[config.mk]
export PLATFORM = sky130hd
export DESIGN_NAME = partition_fill_ctrl
export DESIGN_NICKNAME = d
export VERILOG_FILES = /design/src/rtl/partition_fill_ctrl.sv
export SDC_FILE = /design/constraint.sdc
export NUM_CORES = 1
export LEC_CHECK = 0
export CAP_MARGIN = 10
export CORE_ASPECT_RATIO = 1.5
export CORE_UTILIZATION = 40
export DETAILED_ROUTE_END_ITERATION = 8
export GPL_TIMING_DRIVEN = 0
export PLACE_DENSITY = 0.74
export SLEW_MARGIN = 20
export SYNTH_ARGS = -nofsm -noshare
export SYNTH_HDL_FRONTEND = slang
export SYNTH_SLANG_ARGS = --single-unit
[constraint.sdc]
create_clock -name clk -period 4.5 [get_ports clk]
set_clock_uncertainty 0.05 [all_clocks]
set_input_delay 0.9 -clock clk [delete_from_list [all_inputs] [get_ports clk]]
set_output_delay 0.9 -clock clk [all_outputs]
set_load 0.03 [all_outputs]
[src/rtl/partition_fill_ctrl.sv]
// Partition stage for the iterative median (quickselect) datapath.
// Classifies one burst of samples against a pivot and reports the region that holds the target rank.
module partition_fill_ctrl #(
  parameter int DATA_W    = 8,
  parameter int BUFF_SIZE = 32,
  parameter int CNT_W     = $clog2(BUFF_SIZE) + 1
) (
  input  logic              clk,
  input  logic              rst_n,
  input  logic              start,
  input  logic [DATA_W-1:0] cfg_pivot,
  input  logic [CNT_W-1:0]  cfg_size,
  input  logic [CNT_W-1:0]  cfg_rank,
  input  logic [DATA_W-1:0] in_data,
  input  logic              in_valid,
  output logic              in_ready,
  output logic              busy,
  output logic              done,
  input  logic              res_ack,
  output logic [CNT_W-1:0]  lower_size,
  output logic [CNT_W-1:0]  equal_size,
  output logic [CNT_W-1:0]  larger_size,
  output logic [DATA_W-1:0] min_lower,
  output logic [DATA_W-1:0] max_lower,
  output logic [DATA_W-1:0] min_larger,
  output logic [DATA_W-1:0] max_larger,
  output logic [1:0]        sel_region,
  output logic [CNT_W-1:0]  next_rank,
  output logic [CNT_W-1:0]  next_size,
  output logic              resolved,
  output logic [DATA_W-1:0] result_value
);

  // state  | meaning
  // IDLE   | waiting for start with nonzero size; previous results held
  // FILL   | accepting and classifying samples
  // RESULT | results valid, waiting for res_ack
  typedef enum logic [1:0] {IDLE, FILL, RESULT} state_t;

  state_t state, state_nxt;

  logic [DATA_W-1:0] pivot_q;
  logic [CNT_W-1:0]  rank_q;
  logic [CNT_W-1:0]  remain_q;
  logic [CNT_W-1:0]  rank_clamped;
  logic [CNT_W-1:0]  le_sum;
  logic              accept_start;
  logic              beat;
  logic              last_beat;

  assign accept_start = (state == IDLE) && start && (cfg_size != '0);
  assign beat         = (state == FILL) && in_valid;
  assign last_beat    = beat && (remain_q == CNT_W'(1));
  assign rank_clamped = (cfg_rank >= cfg_size) ? (cfg_size - CNT_W'(1)) : cfg_rank;

  always_ff @(posedge clk or negedge rst_n) begin
    if (!rst_n) state <= IDLE;
    else        state <= state_nxt;
  end

  always_comb begin
    state_nxt = state;
    in_ready  = 1'b0;
    busy      = 1'b1;
    done      = 1'b0;
    case (state)
      IDLE: begin
        busy = 1'b0;
        if (accept_start) state_nxt = FILL;
      end
      FILL: begin
        in_ready = 1'b1;
        if (last_beat) state_nxt = RESULT;
      end
      RESULT: begin
        done = 1'b1;
        if (res_ack) state_nxt = IDLE;
      end
      default: state_nxt = IDLE;
    endcase
  end

  // remain_q counts down the beats still owed; the beat seen at 1 closes the burst
  always_ff @(posedge clk or negedge rst_n) begin
    if (!rst_n) begin
      pivot_q     <= '0;
      rank_q      <= '0;
      remain_q    <= '0;
      lower_size  <= '0;
      equal_size  <= '0;
      larger_size <= '0;
      min_lower   <= '1;
      max_lower   <= '0;
      min_larger  <= '1;
      max_larger  <= '0;
    end else if (accept_start) begin
      pivot_q     <= cfg_pivot;
      rank_q      <= rank_clamped;
      remain_q    <= cfg_size;
      lower_size  <= '0;
      equal_size  <= '0;
      larger_size <= '0;
      min_lower   <= '1;
      max_lower   <= '0;
      min_larger  <= '1;
      max_larger  <= '0;
    end else if (beat) begin
      remain_q <= remain_q - CNT_W'(1);
      if (in_data < pivot_q) begin
        lower_size <= lower_size + CNT_W'(1);
        if (in_data < min_lower) min_lower <= in_data;
        if (in_data > max_lower) max_lower <= in_data;
      end else if (in_data == pivot_q) begin
        equal_size <= equal_size + CNT_W'(1);
      end else begin
        larger_size <= larger_size + CNT_W'(1);
        if (in_data < min_larger) min_larger <= in_data;
        if (in_data > max_larger) max_larger <= in_data;
      end
    end
  end

  assign le_sum = lower_size + equal_size;

  always_comb begin
    sel_region   = 2'b10;
    next_rank    = rank_q - le_sum;
    next_size    = larger_size;
    resolved     = 1'b0;
    result_value = '0;
    if (rank_q < lower_size) begin
      sel_region = 2'b00;
      next_rank  = rank_q;
      next_size  = lower_size;
      if (min_lower == max_lower) begin
        resolved     = 1'b1;
        result_value = min_lower;
      end
    end else if (rank_q < le_sum) begin
      sel_region   = 2'b01;
      next_rank    = rank_q - lower_size;
      next_size    = equal_size;
      resolved     = 1'b1;
      result_value = pivot_q;
    end else if (min_larger == max_larger) begin
      resolved     = 1'b1;
      result_value = min_larger;
    end
  end

endmodule

==> reports/results.txt <==
Along the worst path, the maximum fanout reaches 10. STA classifies the critical path endpoint as a primary output. The first detailed-routing pass ran for 6 iterations. For the pin with the worst max-slew slack, the measured transition is 718 ps. TritonCTS built the clock tree.

The final-layout fill cell count was 1295; the via count of the routed design was 5277. Summed over all instances, the cell type with the most area after synthesis is sky130_fd_sc_hd__dfrtp_1. Setup slack closes at 113 ps.

The sequential group share of total power was 0.229; the utilization after layout was 0.531. The worst path in the final design needs a cycle of 4390 ps, including I/O delays and setup. The congestion estimate from routability-driven global placement came to 0.840. Grouping stages by cell kind, the critical path spends the most delay in compound AO/OA/AOI/OAI gates.

Via count of the first global-routing pass: 5314. Buffers inserted during clock tree synthesis total 9. Worst max-slew margin expressed relative to the limit: 0.519. For the residual overflow from global routing, the log shows 0. After detailed routing, the average wire length per cell comes to 17.2 um.

The finished cells cover 7420 um2. The total area inside the core boundary comes to 14000 um2. Average cell area after synthesis: 8.83 um2. At the worst endpoint, the required time is 3550 ps.

After detailed routing, the number of vias per cell comes to 5.38. The number of levels in the clock H-tree was 3. The count of buffers added on input and output ports is 108.

The tools report the number of diodes as 0. The design draws 5.63 mW. The number of distinct library cell variants in the gate-level netlist after synthesis was 69. Most frequent cell on the critical path: sky130_fd_sc_hd__o21ai_0. After synthesis, the cell types taking the most area are sky130_fd_sc_hd__dfrtp_1 (24%), sky130_fd_sc_hd__ha_1 (15%), sky130_fd_sc_hd__dfstp_2 (7.3%), sky130_fd_sc_hd__inv_1 (5.1%), sky130_fd_sc_hd__a21oi_1 (4.3%). Hold is met by 471 ps. The proportion of total power due to net switching was 0.498.

After detailed placement, the total cell area comes to 7080 um2. The final worst-path cycle share is 0.975, and the portion of synthesized cell area occupied by the leading cell type is 0.244. The detail route stage leaves a number of antenna-violating nets equal to 0.

The tools report the number of setup violations in the final report as 0. The tools report the effective utilization at floorplan as 0.410. The analysis attributes to net switching a power of 2.80 mW. Yosys printed 0 warnings. The combinational group share of total power was 0.651.

Predominant post-synthesis flop cell: sky130_fd_sc_hd__dfrtp_1. In this run the static leakage power is 3.53 nW. The cell count after synthesis came out at 650. In this run the horizontal extent of the chip is 99.8 um. The run finished with clean final reports. Synthesis inferred 72 register bits. For the total die area, the log shows 14800 um2.

Together, buffers and inverters on the worst path number 3. The DRC marker count from the first detailed-route iteration was 389; the area occupied by multi-input gates was 3540 um2. The maximum number of pins on one net before global-route repair was 44; the post-synthesis to final-layout area growth was 29.4%.

The final layout contains routed wiring with a total length of 16800 um. The worst-case IR drop observed on VDD is 0.434 mV. The die is 149 um tall.

The proportion of synthesized flip-flops having asynchronous set or reset works out to 1.00. Number of buffers on the longest clock path: 2. Power spread over the standard cell area amounts to 758 nW/um2.

The run gives 0.318 as the sequential element share of the synthesized area. Walking the worst path, the cells encountered are ha_1 > a21oi_2 > o21bai_1 > a21oi_1 > xnor2_1 > ha_2 > a21o_1 > a31oi_4 > buf_12 > buf_6 > o21ai_0 > o211ai_1 > o21ai_0 > dlygate4sd2_1. Number of remaining DRC errors: 0. The number of ports placed on the die boundary was 109.

After legalization and detailed placement, the total HPWL measured 12800 um. Master of the slowest instance on the critical path: sky130_fd_sc_hd__dfrtp_1. The tightest min-delay check is of the reg2reg type. Timing would allow up to 0.228 GHz. The initial antenna violation count is 0. The critical path data arrival time was 3440 ps.

For the number of nets in the final layout, the log shows 887. Yosys instantiated no cell more often than sky130_fd_sc_hd__inv_1. The total routing resource utilization after global routing is 0.232, and the reported max-cap violation count is 0. After synthesis the cells add up to 5740 um2.

The final count of hold timing violations came out at 0. In the synthesized netlist, the cells that appear most often are sky130_fd_sc_hd__inv_1 (78), sky130_fd_sc_hd__ha_1 (68), sky130_fd_sc_hd__nand2_1 (60), sky130_fd_sc_hd__dfrtp_1 (56), sky130_fd_sc_hd__a21oi_1 (49). The register clock-pin slew on the reported worst setup and hold paths is 60 ps, and the clock insertion delay at the later pin of the skew report is 340 ps.

The number of nets in the synthesized netlist is 754. The area of all sequential standard cells was 1830 um2; the reg2reg setup slack was 2040 ps. The first global-routing pass estimated 26500 um of wire.

By startpoint and endpoint, the worst setup path is classified as reg2out. The total number of clock tree sinks was 72. The worst setup path is launched from a register. The internal power of the cells totals 2.83 mW. Number of pins with negative max-slew slack in the final report: 0. The share of power burned in the clock network came out at 0.120. The tree is rooted in a sky130_fd_sc_hd__clkbuf_16. The worst setup slack before clock tree synthesis was -393 ps. In this run the core area contains 53 standard-cell rows. Yosys mapped a number of flops with a built-in enable equal to 0.

In this design, the stage delay of the slowest critical-path cell is 490 ps. The proportion of layout cells with a drive suffix above 1 was 0.147.
flip-flops by register name (all words and copies together), names as in the netlist:
register,flops
larger_size,6
min_larger,8
max_larger,8
state,2
remain_q,6
rank_q,6
lower_size,6
max_lower,8
min_lower,8
pivot_q,8
equal_size,6
worst paths after layout:
path | startpoint | end | depth (start not counted)
min in group asynchronous | rst_n | larger_size[5] | 1
hold / removal | rank_q[0] | rank_q[0] | 1
hold reg to reg | rank_q[0] | rank_q[0] | 1
setup / recovery | lower_size[2] | next_rank[2] | 14
max in group asynchronous | rst_n | min_lower[6] | 2
setup reg to reg | pivot_q[1] | min_larger[2] | 9
cells by family (layout without fill, tap and decap cells):
logic type,Yosys count,in the layout,synth area share
and+or+nand+nor,182,182,0.159
AOI/OAI and AO/OA,159,159,0.183
buffers and inverters,100,238,0.0715
DFF,72,72,0.318
adders and majority gates,71,71,0.159
xor gates and xnor gates,36,36,0.0550
muxes,30,30,0.0554
cells in the final DEF, fill, tap and decap left out, types with 17 or more instances in the layout:
cell	instances
sky130_fd_sc_hd__clkdlybuf4s50_1	85
sky130_fd_sc_hd__inv_1	78
sky130_fd_sc_hd__ha_1	66
sky130_fd_sc_hd__nand2_1	59
sky130_fd_sc_hd__dfrtp_1	52
sky130_fd_sc_hd__a21oi_1	47
sky130_fd_sc_hd__nor2_1	45
sky130_fd_sc_hd__o21ai_0	41
sky130_fd_sc_hd__xnor2_1	20
sky130_fd_sc_hd__nand3_1	17
per-layer routing:
layer | part of all wire | GRT usage
met2 | 0.53 | 0.421
met1 | 0.40 | 0.261
met3 | 0.036 | 0.0324
met4 | 0.037 | 0.115
met5 | 0 | 0
power by group through the flow:
stage | Sequential (mW) | Combinational, mW | Clock (mW)
after global placement | 1.29 | 3.59 | 0
final | 1.29 | 3.66 | 0.675
after CTS | 1.28 | 3.64 | 0.678
after floorplan | 1.48 | 2.17 | 0
after detailed placement | 1.29 | 3.66 | 0
after global routing | 1.31 | 3.97 | 0.715
timing repair:
action | 4_1_cts | 5_1_grt
setup endpoints to repair | 23 | 23
resized for setup | 60 | 29
hold buffers | 0 | 0
pin swaps | 4 | 11
hold endpoints to repair | 0 | 0
buffers inserted | 4 | 10
layout make-up:
class                      instances  share of cell area
multi-input combinational        478               0.477
clock inverter                     1            0.000674
clock buffer                      15              0.0361
tap                              192              0.0324
inverter                          78              0.0394
buffer                            22              0.0170
sequential                        72               0.246
timing repair buffer             122               0.152
through the flow:
step | setup TNS (ps) | std cells
after floorplan | 0 | 650
after global placement | -12300 | 950
after detailed placement | -5900 | 951
after CTS | 0 | 971
after global routing | -36.5 | 980
final | 0 | 980
Note: power is estimated with default switching activity, not from simulation.
